## config.mk

```make
export PLATFORM = sky130hd
export DESIGN_NAME = rgmii_tx_ddr_gen
export DESIGN_NICKNAME = d
export VERILOG_FILES = /design/src/rtl/rgmii_tx_ddr_gen.sv
export SDC_FILE = /design/constraint.sdc
export NUM_CORES = 1
export LEC_CHECK = 0
export ABC_AREA = 1
export ABC_CLOCK_PERIOD_IN_PS = 4700
export CAP_MARGIN = 20
export CORE_ASPECT_RATIO = 0.9
export CORE_MARGIN = 2
export CORE_UTILIZATION = 45
export CTS_CLUSTER_DIAMETER = 40
export DETAILED_ROUTE_END_ITERATION = 8
export PLACE_DENSITY = 0.84
export SYNTH_ARGS = -nofsm -noshare
export SYNTH_HDL_FRONTEND = slang
export SYNTH_SLANG_ARGS = --single-unit
```

## constraint.sdc

```tcl
create_clock -name gtx_clk -period 4.7 [get_ports gtx_clk]
set_input_delay 1.175 -clock gtx_clk [delete_from_list [all_inputs] [get_ports gtx_clk]]
set_output_delay 1.175 -clock gtx_clk [all_outputs]
set_load 0.02 [all_outputs]
```

## src/rtl/rgmii_tx_ddr_gen.sv

```systemverilog
// RGMII TX timing/data generator: DDR clock phase pair, MAC clock enable and ODDR lanes.
// Latency 1 cycle for all outputs; speed changes apply only at TX clock period boundaries.
module rgmii_tx_ddr_gen #(
    parameter int DIV_10M     = 50,
    parameter int DIV_100M    = 5,
    parameter int SYNC_STAGES = 2
) (
    input  logic       gtx_clk,
    input  logic       gtx_rst,
    input  logic [1:0] speed,
    input  logic [7:0] mac_gmii_txd,
    input  logic       mac_gmii_tx_en,
    input  logic       mac_gmii_tx_er,
    output logic       mac_gmii_tx_clk_en,
    output logic [1:0] tx_clk_setting,
    output logic       tx_clk_rise,
    output logic [3:0] txd_1,
    output logic [3:0] txd_2,
    output logic       ctl_1,
    output logic       ctl_2,
    output logic [1:0] speed_active
);

    localparam int DIV_MAX = (DIV_10M > DIV_100M) ? DIV_10M : DIV_100M;
    localparam int CW      = $clog2(DIV_MAX);

    // One extra bit so the period itself and 2c+1 both fit.
    typedef logic [CW:0] per_t;

    logic [1:0]    sync_q [SYNC_STAGES];
    logic [1:0]    speed_s;
    logic [CW-1:0] c;
    per_t          period;
    logic          last;
    logic          clk_1;
    logic          clk_2;
    logic          fall;
    logic          gig;

    always_ff @(posedge gtx_clk or posedge gtx_rst) begin
        if (gtx_rst) begin
            for (int i = 0; i < SYNC_STAGES; i++) sync_q[i] <= 2'b10;
        end else begin
            sync_q[0] <= speed;
            for (int i = 1; i < SYNC_STAGES; i++) sync_q[i] <= sync_q[i-1];
        end
    end

    assign speed_s = (sync_q[SYNC_STAGES-1] == 2'b11) ? 2'b10 : sync_q[SYNC_STAGES-1];

    always_comb begin
        period = per_t'(1);
        case (speed_active)
            2'b00:   period = per_t'(DIV_10M);
            2'b01:   period = per_t'(DIV_100M);
            default: period = per_t'(1);
        endcase
    end

    // Half-cycle phase: first half high while 2c < P, second half while 2c+1 < P.
    assign last  = ({1'b0, c} == period - per_t'(1));
    assign clk_1 = ({c, 1'b0} < period);
    assign clk_2 = ({c, 1'b1} < period);
    assign fall  = ({1'b0, c} == (period >> 1));
    assign gig   = (speed_active == 2'b10);

    always_ff @(posedge gtx_clk or posedge gtx_rst) begin
        if (gtx_rst) begin
            c                  <= '0;
            speed_active       <= 2'b10;
            tx_clk_setting     <= 2'b00;
            tx_clk_rise        <= 1'b0;
            mac_gmii_tx_clk_en <= 1'b0;
            txd_1              <= 4'h0;
            txd_2              <= 4'h0;
            ctl_1              <= 1'b0;
            ctl_2              <= 1'b0;
        end else begin
            if (last) begin
                c            <= '0;
                speed_active <= speed_s;
            end else begin
                c <= c + CW'(1);
            end
            tx_clk_setting     <= {clk_2, clk_1};
            tx_clk_rise        <= (c == '0);
            mac_gmii_tx_clk_en <= fall;
            txd_1              <= mac_gmii_txd[3:0];
            txd_2              <= gig ? mac_gmii_txd[7:4] : mac_gmii_txd[3:0];
            // Error is signalled on the low clock half, enable on the high half.
            ctl_1              <= clk_1 ? mac_gmii_tx_en : (mac_gmii_tx_en ^ mac_gmii_tx_er);
            ctl_2              <= clk_2 ? mac_gmii_tx_en : (mac_gmii_tx_en ^ mac_gmii_tx_er);
        end
    end

endmodule

```

==> flow_summary.json <==
{
  "timing.hold.worst_endpoint": "sync_q[0]$_DFF_PP0_",
  "numPlacedInstances": 172,
  "avgViaCountPerCell": 4.79,
  "timing.hold.worst_path_depth": 0,
  "critPathMaxStageDelay_ns": 0.62,
  "min_from": "sync_q[2]$_DFF_PP0_",
  "pwr_density_cell_mw_per_mm2": 249,
  "io-pin-count": 30,
  "maximum_clock_frequency_mhz": 370,
  "hold_violations": 0,
  "dieHeight_um": 52.3,
  "vias_after_detailed_routing": 843,
  "worstSetupEndpointType": "primary output",
  "cells_resized_by_post_cts_repair": 0,
  "dpl_cell_area_mm2": 0.00148,
  "regToRegEndpoint": "ctl_2$_DFF_PP0_",
  "clkSlewWorstSetupHoldPaths_ns": 0.13,
  "fin_setup_tns_ns": 0,
  "worstMarginPinSlew_ns": 0.932,
  "max-cap-violations": 0,
  "vdd_ir_drop_max_mv": 0.236,
  "cp_top_family": "buffers and inverters",
  "timing_worst_setup_path_type": "reg2out",
  "synth_warnings": 0,
  "port_buffers": 29,
  "final-max-slew-violation-count": 0,
  "drt_iter0_markers": 22,
  "drtPass1Iterations": 4,
  "ff2ff_setup_slack_ns": 2.99,
  "final.period_utilization": 0.576,
  "rr_worst_depth": 9,
  "unrepaired_setup_endpoints_after_global_routing": "false",
  "areaGrowthSynthToFinish_pct": 30.0,
  "postCtsSetupBuffers": 0,
  "startpoint_type": "register",
  "synthDistinctLibCells": 22,
  "layout.cell_area.non_filler_mm2": 0.00152,
  "fin_nets": 170,
  "netlist_area_mm2": 0.00117,
  "setup_violations": 0,
  "globalRouteOverflowTotal": 0,
  "pre_cts_ws_ns": 2.35,
  "grt_antenna_before_repair": 0,
  "postLayoutSetupSlackWorst_ns": 1.99,
  "status": "finished, final reports clean",
  "critical-path-slowest-cell": "clkdlybuf4s50_1",
  "numClockSinks": 26,
  "cts_tree": "built",
  "hold_bufs_inserted_after_cts": 0,
  "synth.yosys.seq_area_share": 0.561,
  "design.core.area_mm2": 0.00247,
  "chipWidth_um": 57.7,
  "synth.avg_cell_area_um2": 10.1,
  "wire_length_of_the_first_global_routing_pass_um": 3490,
  "drc": 0,
  "total_power_uw": 378,
  "insertion_delay_ns": 0.31,
  "first_global_vias": 797,
  "grt_max_degree": 27,
  "max_slew_margin": 0.378,
  "core.rowCount": 17,
  "timing.clock.skew_ns": 0.00495,
  "worstReg2RegStart": "speed_active[0]$_DFFE_PP0N_",
  "dp_hpwl_um": 1580,
  "critPathMaxFanout": 6,
  "layout-drive-gt1-share": 0.115,
  "synthCells": 116,
  "power_leakage_uw": 0.000765,
  "postRouteWirelength_um": 2030,
  "final_antenna_net_count": 0,
  "start_util": 0.473,
  "finalNonFillerCells": 176,
  "synth.net_count": 137,
  "groute.usage.overall": 0.153,
  "cts_max_path_buffers": 2,
  "cp_cell_sequence": "clkdlybuf4s50_1",
  "wire_per_inst_um": 11.5,
  "min_path_type": "reg2reg",
  "antenna_cells": 0,
  "path_buf_inv": 1,
  "worst-endpoint-required_ns": 3.52,
  "ctsRootBufferMaster": "clkbuf_4",
  "globalplace.congestion": 0.772,
  "period_minus_slack_ns": 2.71,
  "cts_inserted_buffers": 3,
  "die_area_mm2": 0.00302,
  "htree_levels": 1,
  "critical_path_arrival_ns": 1.53,
  "ys_seq_elements": 26
}
[registers in the layout (all words and copies together), names as in the netlist]
register,count
txd_1,4
ctl_2,1
ctl_1,1
txd_2,4
tx_clk_rise,1
sync_q,4
mac_gmii_tx_clk_en,1
c,6
tx_clk_setting,2
speed_active,2
[where the power goes]
part / switching (µW) / internal (µW)
combinational: 17.0 / 21.1
sequential: 1.97 / 231
clock: 59.5 / 47.3
total: 78.4 / 300
[per-layer routing]
layer  up-vias  global-route usage  wire length, µm
li1        427                   -                -
met1       391               0.178              860
met2        23               0.278             1030
met3         2              0.0494              133
met4         0              0.0233               10
met5         -                   0                0
[cells by family (layout without fill, tap and decap cells)]
family | Yosys count | in the layout | synth area share
AO/OA/AOI/OAI | 3 | 3 | 0.0247
XOR/XNOR | 4 | 4 | 0.0300
flip-flops | 26 | 26 | 0.561
multiplexers | 4 | 4 | 0.0386
buffers and inverters | 19 | 51 | 0.0675
AND/OR/NAND/NOR | 53 | 53 | 0.204
adder cells (fa/ha/maj) | 7 | 7 | 0.0750
[cells in the final DEF, fill, tap and decap left out, drive strengths merged]
cell type / netlist / layout
xnor2: 1 / 1
inv: 18 / 18
dfstp: 3 / 3
ha: 7 / 7
a21oi: 2 / 2
o21bai: 1 / 1
nand3: 8 / 8
nand2: 24 / 24
nor2: 14 / 14
clkbuf: 0 / 4
nand4: 3 / 3
mux2: 4 / 4
or2: 1 / 1
xor2: 3 / 3
nor3: 1 / 1
dfrtp: 23 / 23
clkdlybuf4s50: 0 / 29
nor4: 1 / 1
and3: 1 / 1
[final cells by class]
| type | instances | area, µm² |
|---|---|---|
| fill | 196 | 950 |
| sequential | 26 | 654 |
| multi-input combinational | 71 | 434 |
| timing repair buffer | 29 | 290 |
| inverter | 18 | 67.6 |
| clock buffer | 4 | 36.3 |
| tap | 28 | 35.0 |
[per-stage QoR]
| step | hold slack (ns) | util |
|---|---|---|
| 2_1_floorplan | 0.331 | - |
| 4_1_cts | 0.366 | 0.615 |
| 3_5_place_dp | 0.336 | 0.600 |
| 5_1_grt | 0.376 | 0.615 |
| 6_report | 0.364 | 0.615 |
| 3_3_place_gp | 0.334 | 0.600 |
[cells in the mapped netlist]
master | n | area (µm²)
nor3_1 | 1 | 5.00
nor2_1 | 12 | 45.0
nand4_1 | 3 | 18.8
or2_4 | 1 | 8.76
and3_1 | 1 | 6.26
o21bai_1 | 1 | 7.51
nand2_1 | 24 | 90.1
dfrtp_1 | 23 | 576
xor2_1 | 3 | 26.3
nand3_2 | 1 | 10.0
dfstp_2 | 3 | 78.8
nor4_1 | 1 | 6.26
ha_1 | 7 | 87.6
buf_6 | 1 | 11.3
inv_2 | 1 | 3.75
nand3_1 | 7 | 35.0
nor2_2 | 2 | 12.5
a21oi_1 | 1 | 5.00
a21oi_4 | 1 | 16.3
mux2_2 | 4 | 45.0
xnor2_1 | 1 | 8.76
inv_1 | 17 | 63.8
[worst max-delay path by stage]
stage                           startpoint         endpoint  slack (ns)  cells after the start
2_1_floorplan  speed_active[1]$_DFFE_PP1N_  speed_active[1]        2.92                      0
5_1_grt        speed_active[1]$_DFFE_PP1N_  speed_active[1]        1.95                      1
3_3_place_gp   speed_active[1]$_DFFE_PP1N_  speed_active[1]        2.36                      1
4_1_cts        speed_active[1]$_DFFE_PP1N_  speed_active[1]        1.98                      1
6_report       speed_active[1]$_DFFE_PP1N_  speed_active[1]        1.99                      1
3_5_place_dp                       gtx_rst   c[0]$_DFF_PP0_        2.35                      2
(Power assumes the default switching activity.)
